`config.mk`:
```
export PLATFORM = sky130hd
export DESIGN_NAME = word_fifo
export DESIGN_NICKNAME = d
export VERILOG_FILES = /design/src/rtl/fifo_pkg.sv /design/src/rtl/fifo_mem.sv /design/src/rtl/word_fifo.sv
export SDC_FILE = /design/constraint.sdc
export NUM_CORES = 1
export LEC_CHECK = 0
export CORE_ASPECT_RATIO = 0.5
export CORE_MARGIN = 4
export CORE_UTILIZATION = 47
export CTS_CLUSTER_DIAMETER = 100
export DETAILED_ROUTE_END_ITERATION = 6
export PLACE_DENSITY_LB_ADDON = 0.1
export SKIP_CTS_REPAIR_TIMING = 1
export SLEW_MARGIN = 0
export SYNTH_ARGS = -nofsm -noshare
export SYNTH_HDL_FRONTEND = slang
export SYNTH_HIERARCHICAL = 1
export SYNTH_SLANG_ARGS = --single-unit
export TNS_END_PERCENT = 20
```
`constraint.sdc`:
```
create_clock -name clk -period 9.9 [get_ports clk]
set_clock_uncertainty 0.05 [all_clocks]
set_input_delay 1.98 -clock clk [delete_from_list [all_inputs] [get_ports clk]]
set_output_delay 1.98 -clock clk [all_outputs]
set_load 0.02 [all_outputs]
```
`src/rtl/fifo_pkg.sv`:
```
// Shared constants and helpers for the word FIFO slice.
package fifo_pkg;

  localparam int unsigned DATA_W_DEF = 32;

  function automatic int unsigned ptr_w(input int unsigned depth);
    return $clog2(depth);
  endfunction

endpackage

```
`src/rtl/fifo_mem.sv`:
```
// Storage array for word_fifo: one synchronous write port, one asynchronous read port, no reset.
module fifo_mem
  import fifo_pkg::*;
#(
  parameter int unsigned DATA_W = DATA_W_DEF,
  parameter int unsigned DEPTH  = 8
) (
  input  logic                     clk,
  input  logic                     we,
  input  logic [ptr_w(DEPTH)-1:0]  waddr,
  input  logic [DATA_W-1:0]        wdata,
  input  logic [ptr_w(DEPTH)-1:0]  raddr,
  output logic [DATA_W-1:0]        rdata
);

  logic [DATA_W-1:0] mem_q [DEPTH];

  always_ff @(posedge clk) begin
    if (we) mem_q[waddr] <= wdata;
  end

  assign rdata = mem_q[raddr];

endmodule

```
`src/rtl/word_fifo.sv`:
```
// First-word-fall-through FIFO with valid/ready on both ends; flags derive from the stored-word count.
module word_fifo
  import fifo_pkg::*;
#(
  parameter int unsigned DATA_W = DATA_W_DEF,
  parameter int unsigned DEPTH  = 8
) (
  input  logic                       clk,
  input  logic                       reset,
  input  logic                       wr_valid,
  input  logic [DATA_W-1:0]          wr_data,
  output logic                       wr_ready,
  output logic                       rd_valid,
  output logic [DATA_W-1:0]          rd_data,
  input  logic                       rd_ready,
  output logic [$clog2(DEPTH):0]     count
);

  localparam int unsigned PTR_W = ptr_w(DEPTH);
  localparam int unsigned CNT_W = PTR_W + 1;

  if ((DEPTH < 2) || ((DEPTH & (DEPTH - 1)) != 0)) begin : g_bad_depth
    $error("word_fifo: DEPTH must be a power of two and at least 2");
  end

  logic [PTR_W-1:0]  wr_ptr_q, wr_ptr_d;
  logic [PTR_W-1:0]  rd_ptr_q, rd_ptr_d;
  logic [CNT_W-1:0]  count_q, count_d;
  logic              full, empty, push, pop;
  logic [DATA_W-1:0] mem_rdata;

  assign full  = (count_q == CNT_W'(DEPTH));
  assign empty = (count_q == '0);
  assign push  = wr_valid && !full;
  assign pop   = rd_ready && !empty;

  always_comb begin
    wr_ptr_d = wr_ptr_q;
    rd_ptr_d = rd_ptr_q;
    count_d  = count_q;
    if (push) wr_ptr_d = wr_ptr_q + PTR_W'(1);
    if (pop)  rd_ptr_d = rd_ptr_q + PTR_W'(1);
    case ({push, pop})
      2'b10:   count_d = count_q + CNT_W'(1);
      2'b01:   count_d = count_q - CNT_W'(1);
      default: count_d = count_q;
    endcase
  end

  always_ff @(posedge clk) begin
    if (reset) begin
      wr_ptr_q <= '0;
      rd_ptr_q <= '0;
      count_q  <= '0;
    end else begin
      wr_ptr_q <= wr_ptr_d;
      rd_ptr_q <= rd_ptr_d;
      count_q  <= count_d;
    end
  end

  // Gate the write during reset so a push in the reset cycle leaves no trace.
  fifo_mem #(
    .DATA_W (DATA_W),
    .DEPTH  (DEPTH)
  ) u_mem (
    .clk   (clk),
    .we    (push && !reset),
    .waddr (wr_ptr_q),
    .wdata (wr_data),
    .raddr (rd_ptr_q),
    .rdata (mem_rdata)
  );

  assign wr_ready = !full;
  assign rd_valid = !empty;
  assign rd_data  = empty ? '0 : mem_rdata;
  assign count    = count_q;

endmodule

```
Word level (Yosys, flattened, before mapping) --
Memories as Yosys holds them, arrays and structs flattened. A register that Yosys moved wholly into a read port is not among the register bits. Cells that the tools add are included.
Word-level totals: memories kept 1, input port bits 36, register bits after elaboration 10, word-level logic and storage cells 25, bits in writable memories 256
Cells by class: multiplexer cells 6, add/subtract/negate cells 4, equal/unequal tests 3, reduce and logical (&&, ||, !) cells 8
Memories:
- u_mem.mem_q | depth 8, bits a word 32, read ports 1, clocked after memory_dff 1, write ports 1, RTL line fifo_mem.sv:16 | logic [DATA_W-1:0] mem_q [DEPTH];
Operators with widths (number):
- $mux W32 | 1
- $pmux W4 S2 | 1
- $add A3 B1 Y3 const B | 2
- $mux W3 | 2
- $add A4 B1 Y4 const B | 1
- $eq A4 B4 Y1 const B | 1
- $logic_not A4 Y1 | 1
- $sub A4 B1 Y4 const B | 1
- $logic_and A1 B1 Y1 | 3
- $logic_not A1 Y1 | 3
- $eq A2 B1 Y1 const B | 1
- $eq A2 B2 Y1 const B | 1
- $mux W1 | 2
- $reduce_bool A2 Y1 | 1

Longest topological paths before layout --
depth in word-level cells 6, gate-level depth with buffers 11, depth with buffers taken out 9

Cells and area by module --
Netlist, hierarchy kept.
By module, submodules not included:
- fifo_mem | cells an instance 383, times used 1, seq. area each 7687.4 um2, area each 9825.7 um2
- word_fifo | cells an instance 93, times used 1, seq. area each 200.2 um2, area each 752.0 um2

Least setup slack after synthesis --
No wires, ideal clock.
path type input to register, start input reset, end memory u_mem/mem_q[0][0] in the netlist's numbering (enable), data required time 9389 ps, stages on the path 4, setup time 461 ps, path slack 4763 ps, path buffers 1, arrival 4626 ps, cell sequence clkbuf_1 nor2_1 nand2b_1 nor3_1
On the way: cells in the longest elaborated chain, start to end 4
RTL lines:
- from (decl) | RTL line word_fifo.sv:9 | input logic reset,
- $logic_not A1 Y1 | RTL line word_fifo.sv:68 | .we (push && !reset),
- $logic_and A1 B1 Y1 | RTL line word_fifo.sv:68
- $mux W1 | RTL line fifo_mem.sv:19 | if (we) mem_q[waddr] <= wdata;
- $mux W1 (not written as such) | RTL line fifo_mem.sv:19
- to (decl) | RTL line fifo_mem.sv:16
No other way between the ends.

==> flow_summary.toml <==
[synth]
yosysWarnings = 6
syn_inst = 476
syn_area_per_cell_um2 = 22.2
seq_area_frac_synth_pct = 74.6
synth_area_leaders = "edfxtp_1, mux4_1, mux4_2, mux2_2, and2_1"
syn_nets = 517
netlist_area_um2 = 10600
synthTopCellsByCount = "edfxtp_1, mux4_1, mux2_2"
ys_ff_latch = 266
ys.flop_type = "edfxtp_1"
synth_edf_count = 256
synthMostInstantiatedCell = "edfxtp_1"
yosysTopAreaCell = "edfxtp_1"
ys_async_sr_fraction_pct = 0
synth_top_area_share_pct = 72.7
ys_types = 29

[clock_network]
cts_sinks = 266
htreeDepth = 1
cts_root_buf = "clkbuf_16"
numCtsBuffers = 24
clockBufferDepth = 3
clk_pin_slew_ps = 60
clock_latency_ps = 520
cts_tree = "done"

[critical_path]
critical_path.top_delay_family = "buffers and inverters"
crit_required_ps = 7870
worst-path-buf-inv = 2
start_kind = "flop"
timing.rr.start = "count[1]"
slowest_stage = "buf_4"
critPathArrivalTime_ps = 3500
worstSetupStartpoint = "rd_ptr_q[0]"
slowest_delay_ps = 780
worst-setup-path-type = "flop to output pin"
path_depth = 5
cp-endpoint = "rd_data[26]"
path_max_fanout = 53
r2r-end = "count[3]"
end_kind = "output pin"
reg2reg_slack_ps = 6880
r2r_cells = 8
crit_chain = "buf_4 > mux4_1 > mux2_2 > and2_1 > clkdlybuf4s50_1"

[sta]
finalCritPeriodShare_pct = 55.9
drv_slew = 0
rsz0062_at_grt = "false"
whs_ps = 507
finalSetupTns_ps = 0
slew_headroom_pct = 24.5
fmax_mhz = 181
tightest_slew_ps = 1130
min_period_ps = 5530
setup_viol = 0
finalHoldViolations = 0

[pwr]
p_sw_w = 0.000836
p_seq_share_pct = 44.1
switching_share_pct = 27.7
vdd_ir_drop_max_mv = 0.214
p_int_w = 0.00219
power_frac_comb_pct = 27.5
clkPwrFrac_pct = 28.4
p_per_area_nw_per_um2 = 244
p_leak_nw = 3.90

[floorplan]
rows = 38
dieHeight_um = 114
die_w_um = 220
core-area_um2 = 21900
die_area_um2 = 25100
start_util_pct = 48.4
io_pins = 74

[global_routing]
overflow = 0
grt_first_pass_wirelength_um = 31700
antenna_found_initial = 0
grt_max_degree = 54
grt.total_usage_pct = 16.9
grt_pass1_vias = 5134

[cells_and_area]
area_growth_pct = 17.0
multiInputGateArea_um2 = 2580
seq_area_um2 = 7890
drive_gt1_share_pct = 19.3
diodes = 0
nFillCells = 1674
nets = 602

[worst_hold_path]
hold_path_class = "flop to flop"

[placement]
dp_hpwl_um = 10500
numPortBuffers = 73
gp_congestion = 0.708

[route]
vias_per_cell = 5.53
routedWlPerCell_um = 23.3
first_iter_violations = 255
drtPass1Iterations = 4
detailroute.via_count = 4845
wl_um = 20400
drc = 0
ant_nets = 0

[run_status]
status = "finished, final reports clean"

[flow_run]
cap_violations = 0
## tightest hold or removal path, stage by stage, from the launching register on
cell and delay [ps]:
dfxtp_1 370, xor2_1 80, nor2_1 70
## worst min path at each step
| stage | depth (start not counted) | slack (ps) | endpoint | from |
|---|---|---|---|---|
| 6_report | 2 | 510 | wr_ptr_q[2] | wr_ptr_q[2] |
| 5_1_grt | 2 | 540 | wr_ptr_q[2] | wr_ptr_q[2] |
| 4_1_cts | 2 | 510 | wr_ptr_q[2] | wr_ptr_q[2] |
| 3_5_place_dp | 2 | 490 | wr_ptr_q[2] | wr_ptr_q[2] |
| 3_3_place_gp | 2 | 480 | wr_ptr_q[2] | wr_ptr_q[2] |
| 2_1_floorplan | 2 | 430 | rd_ptr_q[2] | rd_ptr_q[2] |
## registers in the layout (all words and copies together) (netlist names)
| register | count |
|---|---|
| rd_ptr_q | 3 |
| wr_ptr_q | 3 |
| u_mem/mem_q | 256 |
| count | 4 |
## cell families (layout without fill, tap and decap cells)
group / Yosys count / in the layout / synth area share, %
flip-flops: 266 / 266 / 74.6
multiplexers: 100 / 100 / 18.9
AND/OR/NAND/NOR: 67 / 67 / 3.51
buffers and inverters: 25 / 125 / 1.54
XOR/XNOR: 7 / 7 / 0.580
AO/OA/AOI/OAI: 6 / 6 / 0.355
adder cells (fa/ha/maj): 5 / 5 / 0.591
## cells in the final DEF, fill, tap and decap left out
cell,instances
buf_4,11
clkbuf_16,25
or4b_1,1
a21oi_1,3
or4_1,1
clkinv_1,3
ha_1,5
o41ai_1,1
nor2_1,9
clkbuf_8,2
dfxtp_4,1
nand2_1,5
and2_1,32
or3_1,1
clkbuf_1,8
mux4_1,40
clkinvlp_4,1
mux4_2,24
nor3_2,2
a41oi_1,1
nor2_4,6
dfxtp_2,2
nor3_1,1
nand3_1,3
dfxtp_1,7
mux2i_1,2
nand2b_1,3
o21ai_0,1
xnor2_1,1
clkinv_2,2
edfxtp_1,256
and2_4,1
mux2_2,34
clkdlybuf4s50_1,73
nor4b_1,1
nor2b_1,1
xor2_1,6
## per-stage QoR
stage	setup slack, ps	instances	util (%)	instance area [µm²]	power, W
2_1_floorplan	4760	476	-	10600	0.00188
3_3_place_gp	4810	835	53.3	11700	0.00220
3_5_place_dp	4810	835	53.3	11700	0.00220
4_1_cts	4240	876	56.6	12400	0.00306
5_1_grt	4130	876	56.6	12400	0.00317
6_report	4370	876	56.6	12400	0.00302
## power groups by stage
stage | Sequential (W) | Clock, W | Combinational, W
floorplan | 0.00133 | 0 | 0.000550
global placement | 0.00135 | 0 | 0.000844
detailed placement | 0.00136 | 0 | 0.000845
CTS | 0.00133 | 0.000879 | 0.000851
global route | 0.00134 | 0.000933 | 0.000899
finish | 0.00133 | 0.000858 | 0.000833
## layer usage
layer,GRT usage [%],part of all wire [%]
met1,25.5,48
met2,26.4,46
met3,3.34,3.7
met4,2.84,1.6
met5,0,0
## final cells by class
type	instances	area share (%)
well taps	300	3.03
multi-input cells	185	20.9
clock buffers	35	5.52
clock inverters	6	0.233
flip-flops and latches	266	63.8
repair buffers	84	6.57
(Power assumes the default switching activity.)
